<file path="src/rtl/regfile_mp_pkg.sv">
// rtl/regfile_mp_pkg.sv - shared types and default sizes for the multi-port register file
package regfile_mp_pkg;
  localparam int RF_DATA_W = 32;
  localparam int RF_NREGS  = 32;
  localparam int RF_AW     = $clog2(RF_NREGS);

  typedef logic [RF_DATA_W-1:0] word_t;
  typedef logic [RF_AW-1:0]     regid_t;
endpackage

</file>
<file path="src/rtl/regfile_scoreboard.sv">
// rtl/regfile_scoreboard.sv - per-register pending-write bits and registered pending count
module regfile_scoreboard
  import regfile_mp_pkg::*;
#(
  parameter int NREGS    = RF_NREGS,
  parameter int NWR      = 2,
  parameter int ZERO_REG = 1,
  parameter int AW       = $clog2(NREGS)
) (
  input  logic              clk,
  input  logic              rst,
  input  logic [NWR-1:0]    wr_en,
  input  logic [NWR*AW-1:0] wr_addr,
  input  logic              iss_valid,
  input  logic [AW-1:0]     iss_addr,
  output logic [NREGS-1:0]  pend,
  output logic [AW:0]       pend_cnt
);

  logic [NREGS-1:0] pend_nxt;
  logic [AW:0]      cnt_nxt;

  // Clears are applied before the set so a same-cycle issue (newer producer) wins.
  always_comb begin
    pend_nxt = pend;
    for (int k = 0; k < NWR; k++) begin
      if (wr_en[k]) pend_nxt[wr_addr[k*AW +: AW]] = 1'b0;
    end
    if (iss_valid) pend_nxt[iss_addr] = 1'b1;
    if (ZERO_REG != 0) pend_nxt[0] = 1'b0;

    cnt_nxt = '0;
    for (int a = 0; a < NREGS; a++) begin
      cnt_nxt = cnt_nxt + {{AW{1'b0}}, pend_nxt[a]};
    end
  end

  always_ff @(posedge clk or negedge rst) begin
    if (!rst) begin
      pend     <= '0;
      pend_cnt <= '0;
    end else begin
      pend     <= pend_nxt;
      pend_cnt <= cnt_nxt;
    end
  end

endmodule

</file>
<file path="src/rtl/regfile_mp.sv">
// rtl/regfile_mp.sv - multi-port register file with write->read bypass and pending-write scoreboard
module regfile_mp
  import regfile_mp_pkg::*;
#(
  parameter int DATA_W   = RF_DATA_W,
  parameter int NREGS    = RF_NREGS,
  parameter int NRD      = 2,
  parameter int NWR      = 2,
  parameter int ZERO_REG = 1,
  parameter int BYPASS   = 1,
  localparam int AW      = $clog2(NREGS)
) (
  input  logic                  clk,
  input  logic                  rst,
  input  logic [NRD*AW-1:0]     rd_addr,
  output logic [NRD*DATA_W-1:0] rd_data,
  output logic [NRD-1:0]        rd_busy,
  input  logic [NWR-1:0]        wr_en,
  input  logic [NWR*AW-1:0]     wr_addr,
  input  logic [NWR*DATA_W-1:0] wr_data,
  input  logic                  iss_valid,
  input  logic [AW-1:0]         iss_addr,
  output logic [AW:0]           pend_cnt
);

  logic [DATA_W-1:0] mem [NREGS];
  logic [NREGS-1:0]  pend;

  // Ascending port order: the highest-numbered port's assignment lands last.
  always_ff @(posedge clk or negedge rst) begin
    if (!rst) begin
      for (int a = 0; a < NREGS; a++) mem[a] <= '0;
    end else begin
      for (int k = 0; k < NWR; k++) begin
        if (wr_en[k] && !(ZERO_REG != 0 && wr_addr[k*AW +: AW] == '0))
          mem[wr_addr[k*AW +: AW]] <= wr_data[k*DATA_W +: DATA_W];
      end
    end
  end

  regfile_scoreboard #(
    .NREGS    (NREGS),
    .NWR      (NWR),
    .ZERO_REG (ZERO_REG),
    .AW       (AW)
  ) u_scoreboard (
    .clk       (clk),
    .rst       (rst),
    .wr_en     (wr_en),
    .wr_addr   (wr_addr),
    .iss_valid (iss_valid),
    .iss_addr  (iss_addr),
    .pend      (pend),
    .pend_cnt  (pend_cnt)
  );

  for (genvar i = 0; i < NRD; i++) begin : g_rd
    logic [AW-1:0]     ra;
    logic [DATA_W-1:0] data;
    logic              hit;
    logic              is_zero;

    assign ra      = rd_addr[i*AW +: AW];
    assign is_zero = (ZERO_REG != 0) && (ra == '0);

    // Forwarding is suppressed while reset is held so outputs read as zero.
    always_comb begin
      data = mem[ra];
      hit  = 1'b0;
      for (int k = 0; k < NWR; k++) begin
        if (BYPASS != 0 && rst && wr_en[k] && wr_addr[k*AW +: AW] == ra) begin
          data = wr_data[k*DATA_W +: DATA_W];
          hit  = 1'b1;
        end
      end
    end

    assign rd_data[i*DATA_W +: DATA_W] = is_zero ? '0 : data;
    assign rd_busy[i]                  = is_zero ? 1'b0 : (pend[ra] & ~hit);
  end

endmodule

</file>
<file path="config.mk">
export PLATFORM = sky130hd
export DESIGN_NAME = regfile_mp
export DESIGN_NICKNAME = d
export VERILOG_FILES = /design/src/rtl/regfile_mp_pkg.sv /design/src/rtl/regfile_scoreboard.sv /design/src/rtl/regfile_mp.sv
export SDC_FILE = /design/constraint.sdc
export NUM_CORES = 2
export LEC_CHECK = 0
export CAP_MARGIN = 20
export CORE_UTILIZATION = 44
export DETAILED_ROUTE_END_ITERATION = 10
export SLEW_MARGIN = 20
export SYNTH_ARGS = -nofsm -noshare
export SYNTH_HDL_FRONTEND = slang
export SYNTH_SLANG_ARGS = --single-unit
</file>
<file path="constraint.sdc">
create_clock -name clk -period 4.6 [get_ports clk]
set_input_delay 1.38 -clock clk [delete_from_list [all_inputs] [get_ports clk]]
set_output_delay 1.38 -clock clk [all_outputs]
set_load 0.01 [all_outputs]
</file>
After elaboration in Yosys (flattened, before gate mapping)
Index checks and enable logic that the tools add are counted.
{"block": "op_classes", "n_addsub": 30, "multipliers": 0, "div": 0, "order_cmp": 14, "eq_ne": 4, "shifts": 0, "muxes": 39, "n_bitwise": 13, "n_reduce_logical": 19}
{"operator": "1024-bit bitwise mux", "count": 2}
{"operator": "1024-bit 2-to-1 mux", "count": 2}
{"operator": "32-bit 2-to-1 mux", "count": 15}
{"operator": "32-bit binary-select mux with 5-bit select", "count": 2}
{"operator": "32-bit demux with 5-bit select", "count": 2}
{"operator": "6-bit by 1-bit adder with 6-bit output", "count": 29}
{"operator": "32-bit bitwise AND", "count": 2}
{"operator": "32-bit NOT", "count": 2}
{"operator": "32-bit bitwise OR", "count": 1}
{"operator": "5-bit by 6-bit less-than comparator with 1-bit output (second input constant)", "count": 5}
{"operator": "6-bit >= comparator (second input constant)", "count": 4}
{"operator": "5-bit NOT with 6-bit output", "count": 4}
{"operator": "5-bit == test", "count": 4}
{"operator": "5-bit logical NOT", "count": 4}
{"operator": "1-bit demux with 5-bit select", "count": 3}
{"operator": "5-bit by 1-bit >= comparator with 1-bit output (second input constant)", "count": 3}
{"operator": "1-bit logical AND", "count": 13}
{"operator": "6-bit by 1-bit less-than comparator with 1-bit output (second input constant)", "count": 2}
{"operator": "1-bit 2-to-1 mux", "count": 11}
{"operator": "1-bit binary-select mux with 5-bit select", "count": 2}
{"operator": "1-bit by 1-bit adder with 2-bit output", "count": 1}
{"operator": "1-bit bitwise AND", "count": 2}
{"operator": "1-bit logical NOT", "count": 2}
{"operator": "1-bit NOT", "count": 2}
{"block": "totals", "regBits": 1061, "latch_bits": 0, "ram_bits": 0, "mem_bits_ro": 0, "input_bits": 94, "mem_count": 0}

Longest topological paths before layout
{"block": "logic_depth", "depth_word": 41, "ltp_mapped": 23, "mapped_depth_nobuf": 21}

By module
A second synthesis with hierarchy kept.
{"block": "hier_totals", "hier_cells": 6390, "hier_area_um2": 67342.1}
{"module": "regfile_mp", "instances": 1, "cells_each": 6138, "area_per_inst_um2": 64753.4, "seq_area_each_um2": 25624.6}
{"module": "regfile_scoreboard", "instances": 1, "cells_each": 252, "area_per_inst_um2": 2588.7, "seq_area_each_um2": 925.9}

Least setup slack after synthesis
OpenSTA, ideal clock, no wires.
{"block": "synth_path", "kind": "input-to-reg", "start": "input wr_addr[2]", "end": "register u_scoreboard.pend_cnt[4]", "setup_ns": 0.123, "arrival_ns": 7.097, "setup_slack_ns": -2.620, "stages": 22, "path_cell_list": "buf_2 or3_1 nor2_1 nand2_1 clkbuf_1 a32o_1 ha_1 inv_1 fa_1 fa_1 fa_1 fa_1 fa_1 inv_1 fa_1 ha_1 inv_1 fa_1 inv_1 a21o_1 a21oi_1 xnor2_1"}
{"block": "synth_via", "elab_chain_cells": 41}
{"item": "start, declared", "line": "regfile_mp.sv:19", "text": "input logic [NWR*AW-1:0] wr_addr,"}
{"item": "5-bit by 6-bit less-than comparator with 1-bit output (not written as such) or 5-bit by 1-bit >= comparator with 1-bit output (tied branches)", "line": "regfile_scoreboard.sv:27", "text": "if (wr_en[k]) pend_nxt[wr_addr[k*AW +: AW]] = 1'b0;"}
{"item": "1-bit logical AND (not written as such)", "line": "regfile_scoreboard.sv:27"}
{"item": "1-bit 2-to-1 mux (not written as such)", "line": "regfile_scoreboard.sv:27"}
{"item": "1-bit demux with 5-bit select *"}
{"item": "32-bit NOT (no source line) *"}
{"item": "32-bit bitwise AND (no source line) *"}
{"item": "32-bit 2-to-1 mux *", "line": "regfile_scoreboard.sv:27"}
{"item": "32-bit bitwise AND (no source line)"}
{"item": "32-bit 2-to-1 mux *", "line": "regfile_scoreboard.sv:27"}
{"item": "32-bit bitwise OR (no source line)"}
{"item": "32-bit 2-to-1 mux *", "line": "regfile_scoreboard.sv:29", "text": "if (iss_valid) pend_nxt[iss_addr] = 1'b1;"}
{"item": "via u_scoreboard.pend_nxt[2]", "line": "regfile_scoreboard.sv:20", "text": "logic [NREGS-1:0] pend_nxt;"}
{"item": "1-bit by 1-bit adder with 2-bit output *", "line": "regfile_scoreboard.sv:34", "text": "cnt_nxt = cnt_nxt + {{AW{1'b0}}, pend_nxt[a]};"}
{"item": "6-bit by 1-bit adder with 6-bit output * (29 in a row)", "line": "regfile_scoreboard.sv:34"}
{"item": "via u_scoreboard.cnt_nxt[4]", "line": "regfile_scoreboard.sv:21", "text": "logic [AW:0] cnt_nxt;"}
{"item": "end signal, assigned", "line": "regfile_scoreboard.sv:44", "text": "pend_cnt <= cnt_nxt;"}
{"item": "end, declared", "line": "regfile_scoreboard.sv:17", "text": "output logic [AW:0] pend_cnt"}
Mark *: on every way through the listed nets, which the timed path passes. The rest lies on a longest branch.

Worst setup path in the final report
{"block": "layout_path", "start": "input wr_addr[4]", "end": "register u_scoreboard.pend_cnt[4]"}
Same word-level chain as after synthesis.

==> impl_metrics.toml <==
[status]
status = "finished with violations"
violations = "negative setup slack"

[synth]
synth.avg_cell_area_sq_um = 10.46
synth-main-ff-cell = "dfrtp_1"
synth-edff-count = 0
async_flop_share_pct = 100.0
syn_nets = 6560
yosys_warnings = 0
synth_cells = 6434
synth-seq-cells = 1061
ys_seq_area_share_pct = 39.43
synth_cell_types = 65
netlist_area_sq_um = 67330

[placed_design]
dp_slack_ns = -2.836
place_inst = 8481
routabilityCongestion = 0.9669
dp_hpwl_mm = 195.7
io_buffers = 165

[setup_path]
critPathArrivalTime_ns = 6.66
start_kind = "primary input"
crit_fanout = 3
cp_slowest_stage_delay_ns = 0.56
cp.required_ns = 5.27
cp.depth = 21
path_class = "primary input to flop"
ff2ff_setup_slack_ns = -0.47
crit_start = "wr_addr[4]"
crit_path_end = "u_scoreboard.pend_cnt[4]"
r2r_end = "u_scoreboard.pend_cnt[4]"
end_kind = "flop"
crit_chain = "buf_12, or3_4, nor2_4, nand2_2, a32o_2, ha_4, inv_2, fa_2, fa_1, fa_1, fa_1, fa_1, inv_1, fa_1, ha_4, inv_2, fa_2, inv_1, a21o_1, a21oi_2, xnor2_1"
path_common_cell = "fa_1"
reg2reg_depth = 17
r2r_start = "u_scoreboard.pend[2]"
critPathTopFamily = "adder cells"
path_buf_inv = 5
worst_path_max_delay_cell = "fa_2"

[cells_and_area]
final_cells = 8916
layout_commonest_cell = "dfrtp_1"
drive_gt1_share_pct = 32.65
final_cell_mix = "dfrtp_1 (1061), nand2_1 (684), nor2_1 (639)"
utilization_pct = 55.44
area_growth_pct = 25.08
fin_nets = 6902

[drt]
via_per_inst = 6.974
firstDrtPassIters = 9
drt-initial-drc-count = 9311
drt-total-wl_mm = 330.2
dr_total_vias = 62180
dr_wl_met3_mm = 49.88
drc_errors = 0
wl_met1_mm = 119.4
postRouteAntennaNets = 0
top_layer = "met5"
wl_met2_mm = 133.7
wl_per_cell_microns = 37.03

[grt]
antenna_found_initial = 17
grt_pass1_wl_mm = 456.3
grt_pass1_vias = 59080
grt_start_max_net_pins = 138
grt.total_usage_pct = 42.24
grt-ovfl-total = 0

[timing]
post-route-min-period_ns = 5.990
grt_setup_unrepaired = "true"
worst_slew_pin_slew_ns = 1.233
slew_violations = 0
final-setup-viol-count = 72
hold_viol = 0
skew_ns = 0.02387
period_share_pct = 130.2
tns_ns = -40.93
fmax_ghz = 0.1669
slew_headroom_pct = 17.81
worst_slack_ns = -1.390

[floorplanning]
die_w_microns = 393.2
pin_count = 166
die_h_microns = 393.2
die_area_sq_um = 154600
core_sq_um = 151900
rows = 143
start_util_pct = 44.32

[power]
total_power_mw = 38.09
powerDensity_nw_per_um2 = 452.3
ir_drop_uv = 1072
p_leak_nw = 35.18

[clock_tree]
cts-root-buf = "clkbuf_16"
clkTransAtPathRegs_ns = 0.06
cts_max_path_buffers = 3
cts_inserted_buffers = 120
tritoncts = "done"
htree_levels = 3
clk_latency_ns = 0.78
clock_sinks = 1061
postCtsHoldBufs = 0

[hold_path]
hp-class = "flop to flop"

[job]
maxCapViolations = 0
-- cell usage after synthesis, drive strengths merged, types with 7 or more instances --
master	instances	share of area, %
a22oi	106	1.2
nand2	722	4.0
nor3	21	0.16
nand3	12	0.089
o21ai	476	3.5
ha	9	0.17
a221oi	61	0.79
buf	238	1.9
a21oi	405	3.0
a32oi	122	1.6
a2bb2oi	16	0.21
a221o	59	0.88
nor3b	12	0.14
a32o	13	0.19
a211oi	7	0.078
a2111oi	60	0.78
o22ai	63	0.59
mux2i	542	8.1
and3	10	0.093
nor2	684	3.8
nor2b	8	0.074
inv	105	0.59
fa	23	0.68
o21a	8	0.089
dfrtp	1061	39
xnor2	22	0.29
mux4	586	20
or2	10	0.093
nand2b	9	0.084
and2	15	0.14
a31oi	154	1.4
mux2	131	2.2
clkbuf	613	3.4
-- logic make-up (layout without fill, tap and decap cells) --
group / after synthesis / count (layout) / share of synthesized area, %
AND/OR/NAND/NOR: 1536 / 1536 / 9.098
AO/OA/AOI/OAI: 1567 / 1567 / 14.58
other: 0 / 11 / 0
flip-flops: 1061 / 1061 / 39.43
multiplexers: 1259 / 1259 / 29.85
buffers and inverters: 956 / 1397 / 5.889
adder cells (fa/ha/maj): 32 / 32 / 0.8511
XOR/XNOR: 23 / 23 / 0.2992
-- worst min path at each step --
stage / startpoint / to / slack, ns / cells after the start
5_1_grt: mem[1010] / mem[1010] / 0.40 / 0
4_1_cts: mem[999] / mem[999] / 0.40 / 0
6_report: mem[1007] / mem[1007] / 0.40 / 0
3_3_place_gp: mem[1005] / mem[1005] / 0.38 / 0
2_1_floorplan: mem[1000] / mem[1000] / 0.44 / 1
3_5_place_dp: mem[999] / mem[999] / 0.38 / 0
-- metal layers --
layer / track usage [%] / vias to the layer above
met5: 0.5423 / -
met4: 26.94 / 20
met3: 16.04 / 1357
met2: 58.02 / 5126
met1: 55.62 / 31180
li1: - / 24500
-- layout make-up --
type                       instances  area, sq um
timing repair buffer            1071        11320
antenna                           11        27.53
sequential                      1061        26550
tap                             2030         2540
clock inverter                    54        680.7
multi-input combinational       4417        39210
inverter                         105        399.1
clock buffer                     167         3482
fill                           12670        67690
-- sequential cells by signal (all words and copies together) (netlist names) --
name / count
mem: 1024
u_scoreboard.pend_cnt: 6
u_scoreboard.pend: 31
-- where the power goes --
part / switching, mW / internal (mW)
registers: 1.92 / 11.8
logic: 6.30 / 7.67
clock network: 4.41 / 6.00
-- metrics by stage --
stage / hold slack, ns / area (sq um)
finish: 0.3962 / 84210
global route: 0.4041 / 84190
CTS: 0.3973 / 82350
detailed placement: 0.3823 / 75140
global placement: 0.3768 / 75140
floorplan: 0.4413 / 67690
-- repair_timing --
action | CTS | global route
pin swaps | 67 | 94
buffers inserted | 163 | 101
gates resized for setup | 745 | 321
setup endpoints to repair | 72 | 72
gates cloned | 10 | 7
-- worst register-to-register path, cell delays in order, from the launching register on --
cell and delay, ns:
dfrtp_1 0.41, a32o_2 0.30, ha_4 0.27, inv_2 0.03, fa_2 0.56, fa_1 0.46
fa_1 0.51, fa_1 0.44, fa_1 0.52, inv_1 0.05, fa_1 0.52, ha_4 0.15
inv_2 0.04, fa_2 0.34, inv_1 0.06, a21o_1 0.12, a21oi_2 0.05, xnor2_1 0.12
(Power assumes the default switching activity.)
